`src/rtl/uart_cmd_regfile.sv`:
```
// Parses "#<idx><decimal><CR>" from a UART byte stream, writes the value into a register file
// and answers K/E/T over a valid/ready handshake. Define UART_CMD_TIMEOUT_EN for the inter-byte timeout.
`timescale 1ns/1ps
module uart_cmd_regfile #(
    parameter int                NUM_REGS       = 4,
    parameter int                DATA_W         = 32,
    parameter int                MAX_DIGITS     = 10,
    parameter logic [DATA_W-1:0] RESET_VAL      = '0,
    parameter int                TIMEOUT_CYCLES = 2500000
) (
    input  logic                       clk,
    input  logic                       rst,
    input  logic                       from_uart_valid,
    input  logic [7:0]                 from_uart_data,
    output logic [NUM_REGS*DATA_W-1:0] reg_data,
    output logic [NUM_REGS-1:0]        reg_wr_stb,
    output logic                       to_uart_valid,
    output logic [7:0]                 to_uart_data,
    input  logic                       to_uart_ready,
    output logic                       busy
);
    localparam int ACC_W = DATA_W + 4;
    localparam int CNT_W = $clog2(MAX_DIGITS + 1);
    localparam int IDX_W = (NUM_REGS > 1) ? $clog2(NUM_REGS) : 1;

    localparam logic [ACC_W-1:0] DATA_MAX = {4'b0000, {DATA_W{1'b1}}};
    localparam logic [CNT_W-1:0] CNT_MAX  = CNT_W'(MAX_DIGITS);
    localparam logic [3:0]       NREGS_4  = 4'(NUM_REGS);

    localparam logic [7:0] CH_HASH  = 8'h23;
    localparam logic [7:0] CH_SPACE = 8'h20;
    localparam logic [7:0] CH_CR    = 8'h0D;
    localparam logic [7:0] RESP_K   = 8'h4B;
    localparam logic [7:0] RESP_E   = 8'h45;
    localparam logic [7:0] RESP_T   = 8'h54;

    typedef enum logic [2:0] {IDLE, GET_IDX, GET_DIGITS, COMMIT, RESP} state_t;

    state_t              state_q;
    logic [ACC_W-1:0]    acc_q;
    logic [CNT_W-1:0]    cnt_q;
    logic                ovf_q;
    logic [IDX_W-1:0]    idx_q;
    logic [DATA_W-1:0]   regs_q [NUM_REGS];
    logic [NUM_REGS-1:0] wr_stb_q;
    logic                tx_valid_q;
    logic [7:0]          tx_data_q;
    logic                busy_q;

    logic                byte_v;
    logic                is_digit;
    logic                is_cr;
    logic                idx_ok;
    logic [3:0]          digit;
    logic [ACC_W-1:0]    acc_d;
    logic                acc_big;
    logic                resp_go;
    logic [7:0]          resp_code;
    logic                tmo_fire;

    assign digit    = from_uart_data[3:0];
    assign is_digit = (from_uart_data >= 8'h30) && (from_uart_data <= 8'h39);
    assign is_cr    = (from_uart_data == CH_CR);
    assign byte_v   = from_uart_valid && (from_uart_data != CH_SPACE);
    assign idx_ok   = is_digit && (digit < NREGS_4);

    // acc*10 + digit; acc never holds more than DATA_W bits, so ACC_W cannot wrap.
    assign acc_d   = (acc_q << 3) + (acc_q << 1) + {{(ACC_W-4){1'b0}}, digit};
    assign acc_big = (acc_d > DATA_MAX) || (cnt_q == CNT_MAX);

`ifdef UART_CMD_TIMEOUT_EN
    localparam int TMO_W = (TIMEOUT_CYCLES > 2) ? $clog2(TIMEOUT_CYCLES) : 1;
    localparam logic [TMO_W-1:0] TMO_LAST = TMO_W'(TIMEOUT_CYCLES - 1);

    logic [TMO_W-1:0] tmo_q;
    logic             in_cmd;

    assign in_cmd = (state_q == GET_IDX) || (state_q == GET_DIGITS);

    always_ff @(posedge clk) begin
        if (rst || from_uart_valid || !in_cmd) tmo_q <= '0;
        else                                   tmo_q <= tmo_q + TMO_W'(1);
    end

    assign tmo_fire = in_cmd && !from_uart_valid && (tmo_q == TMO_LAST);
`else
    assign tmo_fire = 1'b0 && (TIMEOUT_CYCLES > 0);
`endif

    always_comb begin
        // NOTE: every output gets a default first so no branch can leave a latch behind.
        resp_go   = 1'b0;
        resp_code = RESP_E;
        case (state_q)
            GET_IDX: begin
                if (byte_v) resp_go = !idx_ok;
                else if (tmo_fire) begin
                    resp_go   = 1'b1;
                    resp_code = RESP_T;
                end
            end
            GET_DIGITS: begin
                if (byte_v) resp_go = !is_digit && !(is_cr && (cnt_q != '0) && !ovf_q);
                else if (tmo_fire) begin
                    resp_go   = 1'b1;
                    resp_code = RESP_T;
                end
            end
            default: ;
        endcase
    end

    always_ff @(posedge clk) begin
        // NOTE: sequential state uses <= so every flop sees the values from before the edge.
        if (rst) begin
            state_q    <= IDLE;
            acc_q      <= '0;
            cnt_q      <= '0;
            ovf_q      <= 1'b0;
            idx_q      <= '0;
            wr_stb_q   <= '0;
            tx_valid_q <= 1'b0;
            tx_data_q  <= 8'h00;
            busy_q     <= 1'b0;
            // NOTE: the register file is plain flops, so it is reset like any other state.
            for (int i = 0; i < NUM_REGS; i++) regs_q[i] <= RESET_VAL;
        end else begin
            wr_stb_q <= '0;
            if (resp_go) begin
                state_q    <= RESP;
                tx_valid_q <= 1'b1;
                tx_data_q  <= resp_code;
                busy_q     <= 1'b1;
            end else begin
                case (state_q)
                    IDLE: begin
                        if (from_uart_valid && (from_uart_data == CH_HASH)) begin
                            acc_q   <= '0;
                            cnt_q   <= '0;
                            ovf_q   <= 1'b0;
                            state_q <= GET_IDX;
                        end
                    end
                    GET_IDX: begin
                        if (byte_v) begin
                            idx_q   <= digit[IDX_W-1:0];
                            state_q <= GET_DIGITS;
                        end
                    end
                    GET_DIGITS: begin
                        if (byte_v) begin
                            if (is_digit) begin
                                if (!ovf_q) begin
                                    if (acc_big) ovf_q <= 1'b1;
                                    else begin
                                        acc_q <= acc_d;
                                        cnt_q <= cnt_q + CNT_W'(1);
                                    end
                                end
                            end else begin
                                // only a well-formed CR survives the error decode
                                state_q <= COMMIT;
                                busy_q  <= 1'b1;
                            end
                        end
                    end
                    COMMIT: begin
                        for (int i = 0; i < NUM_REGS; i++) begin
                            if (idx_q == IDX_W'(i)) begin
                                regs_q[i]   <= acc_q[DATA_W-1:0];
                                wr_stb_q[i] <= 1'b1;
                            end
                        end
                        tx_valid_q <= 1'b1;
                        tx_data_q  <= RESP_K;
                        state_q    <= RESP;
                    end
                    RESP: begin
                        if (to_uart_ready) begin
                            tx_valid_q <= 1'b0;
                            busy_q     <= 1'b0;
                            state_q    <= IDLE;
                        end
                    end
                    default: state_q <= IDLE;
                endcase
            end
        end
    end

    for (genvar g = 0; g < NUM_REGS; g++) begin : g_out
        assign reg_data[g*DATA_W +: DATA_W] = regs_q[g];
    end

    assign reg_wr_stb    = wr_stb_q;
    assign to_uart_valid = tx_valid_q;
    assign to_uart_data  = tx_data_q;
    assign busy          = busy_q;

endmodule
```
`config.mk`:
```
export PLATFORM = sky130hd
export DESIGN_NAME = uart_cmd_regfile
export DESIGN_NICKNAME = d
export VERILOG_FILES = /design/src/rtl/uart_cmd_regfile.sv
export SDC_FILE = /design/constraint.sdc
export NUM_CORES = 1
export LEC_CHECK = 0
export CAP_MARGIN = 5
export CORE_AREA = 2 2 168 170
export DETAILED_ROUTE_END_ITERATION = 6
export DIE_AREA = 0 0 170 172
export HOLD_SLACK_MARGIN = 0.02
export SLEW_MARGIN = 20
export SYNTH_ARGS = -nofsm -noshare
export SYNTH_HDL_FRONTEND = slang
export SYNTH_SLANG_ARGS = --single-unit
export TNS_END_PERCENT = 100
```
`constraint.sdc`:
```
create_clock -name clk -period 10.81 [get_ports clk]
set_clock_uncertainty 0.1 [all_clocks]
set_input_delay 1.6215 -clock clk [delete_from_list [all_inputs] [get_ports clk]]
set_output_delay 1.6215 -clock clk [all_outputs]
set_load 0.05 [all_outputs]
```
==> metrics.md <==
| Metric | Value |
|---|---|
| Setup-violating endpoint count in the final report | `0` |
| Clock root buffer | `sky130_fd_sc_hd__clkbuf_16` |
| Pin count of the biggest net entering global routing | `39` |
| Synth area leader | `sky130_fd_sc_hd__edfxtp_1` |
| Final hold violation count | `0` |
| Post-synthesis cell count | `roughly 860` |
| Placed Cells | `1325` |
| HPWL after detailed placement | `16900 µm` |
| Number of DRC markers in iteration 0 | `547` |
| Pre-antenna DRT Iters | `5` |
| Endpoint class of the critical path | `register` |
| Number of remaining DRC errors | `0` |
| Setup Fix Bufs, Post-CTS | `0` |
| Number of CTS-inserted buffers | `17` |
| Overflow after GRT | `0` |
| Aggregate global-route resource usage | `17.1%` |
| Top achievable clock speed | `155 MHz` |
| Count of boundary I/O pins | `154` |
| Worst Path Arrival | `about 6.7 ns` |
| Dominant cell by count in the synthesized netlist | `sky130_fd_sc_hd__edfxtp_1` |
| Clock tree from TritonCTS | `built` |
| Buffer levels on the longest clock path | `2` |
| Worst vdd rail ir drop | `~0.000096 V` |
| Mean instance size in the synthesized netlist | `10.9 µm²` |
| Effective utilization at floorplan | `approximately 34%` |
| Result of the run | `completed` |
| Unrepaired setup endpoints after global routing | `false` |
| Weighted congestion at the end of routability-driven global placement | `0.894` |
| Synthesis-stage register bit count | `182` |
| Die Area | `29200 µm²` |
| Most used DFF post-synth | `sky130_fd_sc_hd__edfxtp_1` |
| Ratio of cells with drive above 1 in the final layout | `6.63%` |
| Data required time at the worst endpoint | `11.03 ns` |
| Synth async-reset ratio | `0%` |
| Post-CTS sizing | `0` |
| Total length of routed wires | `24800 µm` |
| Share of the cycle needed by the critical path after routing | `a little under 60%` |
| Summed instance area of the synthesized netlist | `9430 µm²` |
| Leading cell types by total area after synthesis | `sky130_fd_sc_hd__edfxtp_1, sky130_fd_sc_hd__dfxtp_1, sky130_fd_sc_hd__ha_1` |
| Max Slew Vio Count | `0` |
| Layout overhead on the synthesized area | `26.1%` |
| Worst slew margin relative to its limit | `26.7%` |
| Power Density | `131 nW/µm²` |
| Actual slew at the worst max-slew pin | `1.10 ns` |
| Clock latency at the later pin of the worst-skew pair | `0.44 ns` |
| Clock slew at the register clock pins of the worst setup and hold paths | `about 0.080 ns` |
| Placement Cell Area | `between 10000 and 15000 µm²` |
| Vias after detailed routing | `7022` |
| Number of enable flip-flop cells after synthesis | `between 100 and 150` |
| Total core area | `roughly 27000 µm²` |
| Floorplan die width | `170 µm` |
| Wire length of the first global-routing pass | `38300 µm` |
| Worst setup path class | `input pin to register` |
| Area share of the largest cell type after synthesis | `40.7%` |
| Hold Buf Count CTS | `0` |
| Max Cap Viol | `0` |
| Sink Count | `182` |
| Count of unique library cells instantiated by Yosys | `63` |
| Commonest cells in the netlist | `sky130_fd_sc_hd__edfxtp_1, sky130_fd_sc_hd__and2_1, sky130_fd_sc_hd__ha_1` |
| Number of placement rows | `61` |
| Mean number of vias per cell | `5.17` |
| Number of antenna violations at the first check in global routing | `0` |
| Post-layout nets | `1081` |
| Top fanout value on the critical path | `20` |
| Startpoint Class | `input pin` |
| Cell Count, Final, Fillers Out | `about 1400` |
| Hold WC Path Type | `register to register` |
| Number of antenna repair diodes | `0` |
| H-Tree Level Count | `4` |
| Vertical die dimension | `172 µm` |
| Total number of yosys warnings | `0` |
| Leakage power summed over all cells | `4.53 nW` |
| Vias in the first global route | `6811` |
| Sequential area share after synthesis | `between 50% and 60%` |
| Fin crit period | `6.44 ns` |
| Total negative slack for setup checks | `0 ns` |
| PortBufs | `150` |
| Routed wirelength normalized by instance count | `18.3 µm` |
| Final Cell Area | `between 10000 and 15000 µm²` |
| Count of nets left with antenna violations after detail routing | `0` |
==> worst max-delay path, cell delays in order <==
cell and delay, ns:
sky130_fd_sc_hd__clkdlybuf4s50_1 0.54, sky130_fd_sc_hd__inv_1 0.10, sky130_fd_sc_hd__fa_1 0.59, sky130_fd_sc_hd__inv_1 0.06, sky130_fd_sc_hd__ha_1 0.32, sky130_fd_sc_hd__a211oi_1 0.32, sky130_fd_sc_hd__o211ai_1 0.16, sky130_fd_sc_hd__a221oi_2 0.48
sky130_fd_sc_hd__a221oi_1 0.19, sky130_fd_sc_hd__or3_1 0.35, sky130_fd_sc_hd__a2bb2oi_2 0.16, sky130_fd_sc_hd__and4_1 0.87, sky130_fd_sc_hd__nor2_2 0.44, sky130_fd_sc_hd__o41ai_1 0.43
==> routing by layer <==
metal	track usage, %	up-vias	wire (µm)
met3	2.52	23	1030
met5	0	-	0
met4	7.02	0	537
li1	-	3431	-
met2	28.7	198	12000
met1	22.1	3370	11300
==> registers in the layout (all words and copies together) (netlist names), 2 cells and up <==
register / cells
state_q: 3
regs_q: 128
to_uart_data: 3
idx_q: 2
cnt_q: 4
acc_q: 35
reg_wr_stb: 4
==> report_power, final <==
| part | internal, mW | total, mW | switching [mW] | leakage [nW] |
|---|---|---|---|---|
| clock network | 0.328 | 0.626 | 0.297 | 0.277 |
| logic | 0.0453 | 0.164 | 0.119 | 2.59 |
| registers | 0.766 | 0.774 | 0.00719 | 1.66 |
==> final cells by class <==
cell class                      count  area [µm²]
Fill cell                        2568       15600
Clock buffer                       17         425
Inverter                           19        71.3
Clock inverter                     15         165
Tap cell                          346         433
Multi-Input combinational cell    618        4300
Sequential cell                   182        4920
Timing Repair Buffer              160        1580
==> cells in the final DEF (no fill, tap or decap), types with 5 or more instances in the layout <==
| cell type | instances |
|---|---|
| sky130_fd_sc_hd__o21bai_1 | 6 |
| sky130_fd_sc_hd__a21oi_1 | 58 |
| sky130_fd_sc_hd__o21ai_0 | 26 |
| sky130_fd_sc_hd__mux2i_1 | 10 |
| sky130_fd_sc_hd__edfxtp_1 | 128 |
| sky130_fd_sc_hd__nor2_1 | 41 |
| sky130_fd_sc_hd__nand2_1 | 63 |
| sky130_fd_sc_hd__clkbuf_16 | 17 |
| sky130_fd_sc_hd__nor4_1 | 6 |
| sky130_fd_sc_hd__clkdlybuf4s50_1 | 150 |
| sky130_fd_sc_hd__xnor2_1 | 20 |
| sky130_fd_sc_hd__o21a_1 | 8 |
| sky130_fd_sc_hd__dfxtp_1 | 54 |
| sky130_fd_sc_hd__buf_4 | 10 |
| sky130_fd_sc_hd__o31ai_1 | 11 |
| sky130_fd_sc_hd__o2111ai_1 | 5 |
| sky130_fd_sc_hd__a31oi_1 | 9 |
| sky130_fd_sc_hd__and2_1 | 126 |
| sky130_fd_sc_hd__nand3_1 | 23 |
| sky130_fd_sc_hd__ha_1 | 69 |
| sky130_fd_sc_hd__xor2_1 | 9 |
| sky130_fd_sc_hd__o41ai_1 | 5 |
| sky130_fd_sc_hd__nand4_1 | 19 |
| sky130_fd_sc_hd__o211ai_1 | 21 |
| sky130_fd_sc_hd__inv_1 | 18 |
| sky130_fd_sc_hd__nor3_1 | 7 |
==> worst paths after layout <==
| kind | startpoint | to | cells past startpoint | slack, ns |
|---|---|---|---|---|
| max | from_uart_data[3] | acc_q[4] | 14 | 4.37 |
| min | to_uart_data[2] | to_uart_data[2] | 2 | 0.37 |
| max reg2reg | acc_q[0] | acc_q[4] | 13 | 5.75 |
| min reg2reg | to_uart_data[2] | to_uart_data[2] | 2 | 0.37 |
==> metrics by stage <==
step / utilization, % / total power [mW] / setup WS [ns] / hold WS (ns)
2_1_floorplan: - / 0.894 / 5.84 / 0.357
3_3_place_gp: 41.2 / 0.955 / 4.13 / 0.348
3_5_place_dp: 41.2 / 0.956 / 3.97 / 0.359
4_1_cts: 43.3 / 1.58 / 4.43 / 0.371
5_1_grt: 43.3 / 1.61 / 4.11 / 0.405
6_report: 43.3 / 1.56 / 4.37 / 0.365
==> logic make-up (layout without fill, tap and decap cells) <==
logic type	after synthesis	after routing	synth area share [%]
xor gates and xnor gates	29	29	2.69
AOI/OAI and AO/OA	181	181	12.8
adders and majority gates	71	71	9.58
muxes	12	12	1.30
buffers and inverters	65	211	2.94
and+or+nand+nor	322	322	18.5
other	1	3	0.0398
DFF	182	182	52.2
Note: power is estimated with default switching activity, not from simulation.
